## config.mk

```make
export PLATFORM = sky130hd
export DESIGN_NAME = icache_miss_ctrl
export DESIGN_NICKNAME = d
export VERILOG_FILES = /design/src/rtl/icache_miss_ctrl_pkg.sv /design/src/rtl/icache_miss_ctrl_sat_counter.sv /design/src/rtl/icache_miss_ctrl.sv
export SDC_FILE = /design/constraint.sdc
export NUM_CORES = 1
export LEC_CHECK = 0
export CAP_MARGIN = 20
export CORE_MARGIN = 2
export CORE_UTILIZATION = 34
export DETAILED_ROUTE_END_ITERATION = 12
export PLACE_DENSITY = 0.78
export SKIP_LAST_GASP = 1
export SYNTH_ARGS = -nofsm -noshare
export SYNTH_HDL_FRONTEND = slang
export SYNTH_SLANG_ARGS = --single-unit
```

## constraint.sdc

```tcl
create_clock -name clk -period 2.01 [get_ports clk]
set_input_delay 0.3015 -clock clk [delete_from_list [all_inputs] [get_ports clk]]
set_output_delay 0.3015 -clock clk [all_outputs]
set_load 0.05 [all_outputs]
```

## src/rtl/icache_miss_ctrl_pkg.sv

```systemverilog
// Shared types and width helpers for the icache miss controller.
// Imported by the controller top and by its miss counter.
package rvga_types;

  typedef enum logic [1:0] {
    IDLE,
    FILL,
    LOAD
  } icache_state_t;

  localparam int NUM_SETS_DEF = 4;
  localparam int LINES_DEF    = 16;
  localparam int ADDR_W_DEF   = 32;
  localparam int LINE_B_DEF   = 32;

  function automatic int field_w(input int n);
    return (n > 1) ? $clog2(n) : 1;
  endfunction

endpackage

```

## src/rtl/icache_miss_ctrl_sat_counter.sv

```systemverilog
// Saturating up-counter with enable and synchronous active-low reset.
// Holds at all-ones once reached.
module sat_counter
  import rvga_types::*;
#(
  parameter int width = 16
) (
  input  logic             clk_i,
  input  logic             rst_ni,
  input  logic             en_i,
  output logic [width-1:0] count_o
);

  logic [width-1:0] count_q;
  logic [width-1:0] count_d;

  always_comb begin
    count_d = count_q;
    if (en_i && (count_q != '1)) begin
      count_d = count_q + 1'b1;
    end
  end

  always_ff @(posedge clk_i) begin
    if (!rst_ni) begin
      count_q <= '0;
    end else begin
      count_q <= count_d;
    end
  end

  assign count_o = count_q;

endmodule

```

## src/rtl/icache_miss_ctrl.sv

```systemverilog
// Icache miss controller: hit detect, victim latch, line fill from
// pmem and MRU update toward the NMRU replacement stage.
module icache_miss_ctrl
  import rvga_types::*;
#(
  parameter int num_sets      = NUM_SETS_DEF,
  parameter int lines_per_set = LINES_DEF,
  parameter int addr_width    = ADDR_W_DEF,
  parameter int line_bytes    = LINE_B_DEF,
  localparam int IW = field_w(lines_per_set),
  localparam int OW = field_w(line_bytes)
) (
  input  logic                  clk,
  input  logic                  rst,
  input  logic                  cpu_read,
  input  logic [addr_width-1:0] cpu_addr,
  output logic                  cpu_resp,
  input  logic [num_sets-1:0]   hit_vector,
  input  logic [num_sets-1:0]   icache_replacement_select,
  output logic                  icache_replacement_update,
  output logic [num_sets-1:0]   mru_vector,
  output logic [IW-1:0]         index,
  output logic [num_sets-1:0]   way_load,
  output logic                  pmem_read,
  output logic [addr_width-1:0] pmem_address,
  input  logic                  pmem_resp,
  output logic [15:0]           miss_count
);

  icache_state_t       state_q;
  logic [num_sets-1:0] victim_q;
  logic                req_hit;
  logic                req_miss;

  assign req_hit  = rst && (state_q == IDLE) && cpu_read && (|hit_vector);
  assign req_miss = rst && (state_q == IDLE) && cpu_read && !(|hit_vector);

  always_ff @(posedge clk) begin
    if (!rst) begin
      state_q  <= IDLE;
      victim_q <= '0;
    end else begin
      unique case (state_q)
        IDLE: begin
          if (req_miss) begin
            victim_q <= icache_replacement_select;
            state_q  <= FILL;
          end
        end
        FILL: if (pmem_resp) state_q <= LOAD;
        LOAD: state_q <= IDLE;
        default: state_q <= IDLE;
      endcase
    end
  end

  // Hit response is same-cycle, so outputs decode from state and
  // inputs; everything is forced low while reset is asserted.
  always_comb begin
    cpu_resp                  = 1'b0;
    icache_replacement_update = 1'b0;
    mru_vector                = '0;
    way_load                  = '0;
    pmem_read                 = 1'b0;
    pmem_address              = '0;
    unique case (1'b1)
      req_hit: begin
        cpu_resp                  = 1'b1;
        icache_replacement_update = 1'b1;
        mru_vector                = hit_vector;
      end
      (rst && state_q == FILL): begin
        pmem_read    = 1'b1;
        pmem_address = {cpu_addr[addr_width-1:OW], {OW{1'b0}}};
      end
      (rst && state_q == LOAD): begin
        way_load                  = victim_q;
        icache_replacement_update = 1'b1;
        mru_vector                = victim_q;
      end
      default: ;
    endcase
  end

  assign index = cpu_addr[OW+IW-1:OW];

  sat_counter #(
    .width(16)
  ) u_miss_cnt (
    .clk_i  (clk),
    .rst_ni (rst),
    .en_i   (req_miss),
    .count_o(miss_count)
  );

  a_hit_onehot: assert property (
    @(posedge clk) disable iff (!rst)
    (state_q == IDLE && cpu_read) |-> $onehot0(hit_vector)
  );

endmodule
```

==> results.toml <==
[power]
combPwrFrac_pct = 21.5
ir_drop_mv = 0.433
clkPwrFrac_pct = 37.8
power.switching_mw = 0.253
switching_share_pct = 23.5
p_per_area_nw_per_um2 = 359
internal_power_mw = 0.823
p_total_mw = 1.08
p_leak_nw = 1.26
p_seq_share_pct = 40.6

[floorplanning]
die_x_um = 68.9
die_area_um2 = 4750
io_pins = 107
die_h_um = 68.9
core_um2 = 4030
num_rows = 23
start_util_pct = 35.6

[run]
maxCapViolations = 0

[finish]
fill_cells = 294
final_util_pct = 74.4
area_delta_synth_final_pct = 109
fin_nets = 332
final_common_cell = "clkdlybuf4s50_1"
n_antenna_cell = 0
instances_no_fill = 336
regArea_um2 = 443
drive_above_1_share_pct = 28.3
multi_input_area_um2 = 902
final_cell_mix = "clkdlybuf4s50_1 (51), buf_12 (39), and2_1 (34), buf_4 (25)"
fin_area_um2 = 3000

[timing]
layout_min_cycle_time_ns = 1.93
worst_slew_pin_slew_ns = 0.517
rsz0062_at_grt = "false"
setup_tns_ns = 0
finalSetupViolations = 0
finalMaxSlewViolations = 0
maxSlewHeadroom_pct = 65.5
hold_viol_final = 0
holdWs_ns = 0.451
max_freq_mhz = 518
fin_ws_ns = 0.0788
clock_skew_ns = 0.00993
final.period_utilization_pct = 96.1

[global_routing]
gr-total-overflow = 0
antenna_found_initial = 0
grt_max_degree = 31
gr-usage-all-layers_pct = 19.3
grt_pass1_wl_um = 6980
grt_pass1_vias = 1574

[drt]
drt-pass1-iter-count = 4
drtIter0Drc = 109
wire_per_inst_um = 13.9
vias_per_cell = 4.92
drt_wl_total_um = 4670
remaining_drc_errors = 0
final_antenna_net_count = 0
vias = 1654

[critical_path]
critPathArrivalTime_ns = 1.63
cp_cell_sequence = "clkdlybuf4s50_1, nor4_4, buf_4, nor2b_2, or2_2, buf_12"
cp_num_buf_inv = 3
slowest_stage = "clkdlybuf4s50_1"
critical_path.endpoint_type = "primary output"
worstPathRequired_ns = 1.71
cp_top_family = "buffers and inverters"
cp-start-kind = "input port"
crit_type = "input port to primary output"
worst-path-max-fanout = 2
slowest_delay_ns = 0.45

[cts]
tritoncts = "built"
numCtsBuffers = 3
h-tree-depth = 1
cts.path.max_buffers = 2
clk_pin_slew_ns = 0.08
cts_sinks = 22
cts-root-buf = "clkbuf_8"
postCtsHoldBufs = 0
clock_latency_ns = 0.26

[placement]
port_buffers = 96
placed_cells = 330
pre_cts_ws_ns = -0.109
place.gp.congestion = 0.824
post-dp-hpwl_um = 3960
placed_area_um2 = 2910

[synthesis]
synth_xor_area_share_pct = 0
synthTopCellsByArea = "dfxtp_1 (31%), and2_1 (15%), buf_4 (5.2%)"
ys_ff_latch = 22
synth_compound_area_share_pct = 11.9
synth_top_area_share_pct = 30.7
yosysTopAreaCell = "dfxtp_1"
synthesis.area_um2 = 1430
ys_types = 36
syn_avg_cell_area_um2 = 8.06
netlist_instances = 178
ys_warn_count = 0
yosys.area_share.simple_pct = 44.2
synth-adder-area-share_pct = 0.873
synth-seq-area-share_pct = 30.7
synth_mux_area_share_pct = 4.19
synth_top_family_by_area = "simple AND/OR/NAND/NOR gates"

[hold_path]
hold_class = "flip-flop to flip-flop"

[run_status]
status = "completed"
==> synthesized netlist by cell type <==
cell type / instances
and2_1: 34
dfxtp_1: 22
nand2_1: 20
a21oi_1: 11
buf_4: 10
clkbuf_1: 7
nand3_1: 7
mux2i_1: 6
or4_1: 6
nand2b_1: 5
o21ai_0: 5
a21o_1: 4
and3_1: 4
nand4_1: 4
nor3_1: 3
nor3b_1: 3
o31ai_1: 3
inv_1: 2
nor4_4: 2
o211a_1: 2
or2_2: 2
or3_1: 2
and2_0: 1
and4_1: 1
and4bb_1: 1
and4bb_2: 1
buf_2: 1
conb_1: 1
ha_1: 1
nand2_2: 1
nand4_2: 1
nor2b_1: 1
nor4_1: 1
o311ai_0: 1
o41ai_1: 1
or2b_1: 1
==> worst paths after layout <==
| check | start | to | slack (ns) | depth (start not counted) |
|---|---|---|---|---|
| setup / recovery | hit_vector[2] | icache_replacement_update | 0.08 | 6 |
| hold / removal | victim_q[1]$_SDFFE_PN0P_ | victim_q[1]$_SDFFE_PN0P_ | 0.45 | 2 |
| setup reg to reg | u_miss_cnt.count_o[0]$_SDFFE_PN0P_ | u_miss_cnt.count_o[4]$_SDFFE_PN0P_ | 0.22 | 6 |
| hold reg to reg | victim_q[1]$_SDFFE_PN0P_ | victim_q[1]$_SDFFE_PN0P_ | 0.45 | 2 |
==> final cells by class <==
class / count / share of cell area [%]
Inverter: 2 / 0.250
Sequential cell: 22 / 14.8
Timing Repair Buffer: 118 / 50.4
Clock buffer: 3 / 1.38
Clock inverter: 1 / 1.00
Tap cell: 50 / 2.09
Multi-Input combinational cell: 140 / 30.1
==> cells by family (layout without fill, tap and decap cells) <==
logic type                 Yosys count  in the layout
and+or+nand+nor                    101            101
AOI/OAI and AO/OA                   27             27
DFF                                 22             22
buffers and inverters               20            124
muxes                                6              6
adders and majority gates            1              1
other                                1              5
==> sequential cells by signal (all words and copies together) (netlist names) <==
register            count
state_q                 2
victim_q                4
u_miss_cnt.count_o     16
==> worst register-to-register path: stages, from the launching register on <==
cell     delay [ns]
dfxtp_2        0.38
ha_1           0.19
nand4_1        0.18
nor4_4         0.47
buf_4          0.25
o21ai_0        0.11
a21oi_1        0.15
==> repair_timing <==
| action | CTS | global route |
|---|---|---|
| setup endpoints to repair | 30 | 1 |
| hold endpoints to repair | 0 | 0 |
| gates resized for setup | 3 | 2 |
| pin swaps | 1 | 0 |
| buffers inserted | 2 | 0 |
==> power by group through the flow <==
stage | sequential, mW | combinational [mW] | clock (mW)
finish | 0.438 | 0.231 | 0.407
global route | 0.438 | 0.243 | 0.435
CTS | 0.437 | 0.233 | 0.413
detailed placement | 0.448 | 0.230 | 0
global placement | 0.448 | 0.226 | 0
floorplan | 0.448 | 0.106 | 0
==> layer usage <==
metal / GRT usage (%) / vias to the layer above / wire length [um]
li1: - / 829 / -
met1: 24.5 / 783 / 1920
met2: 34.5 / 40 / 2530
met3: 3.57 / 2 / 190
met4: 2.94 / 0 / 27
met5: 0 / - / 0
(Power assumes the default switching activity.)
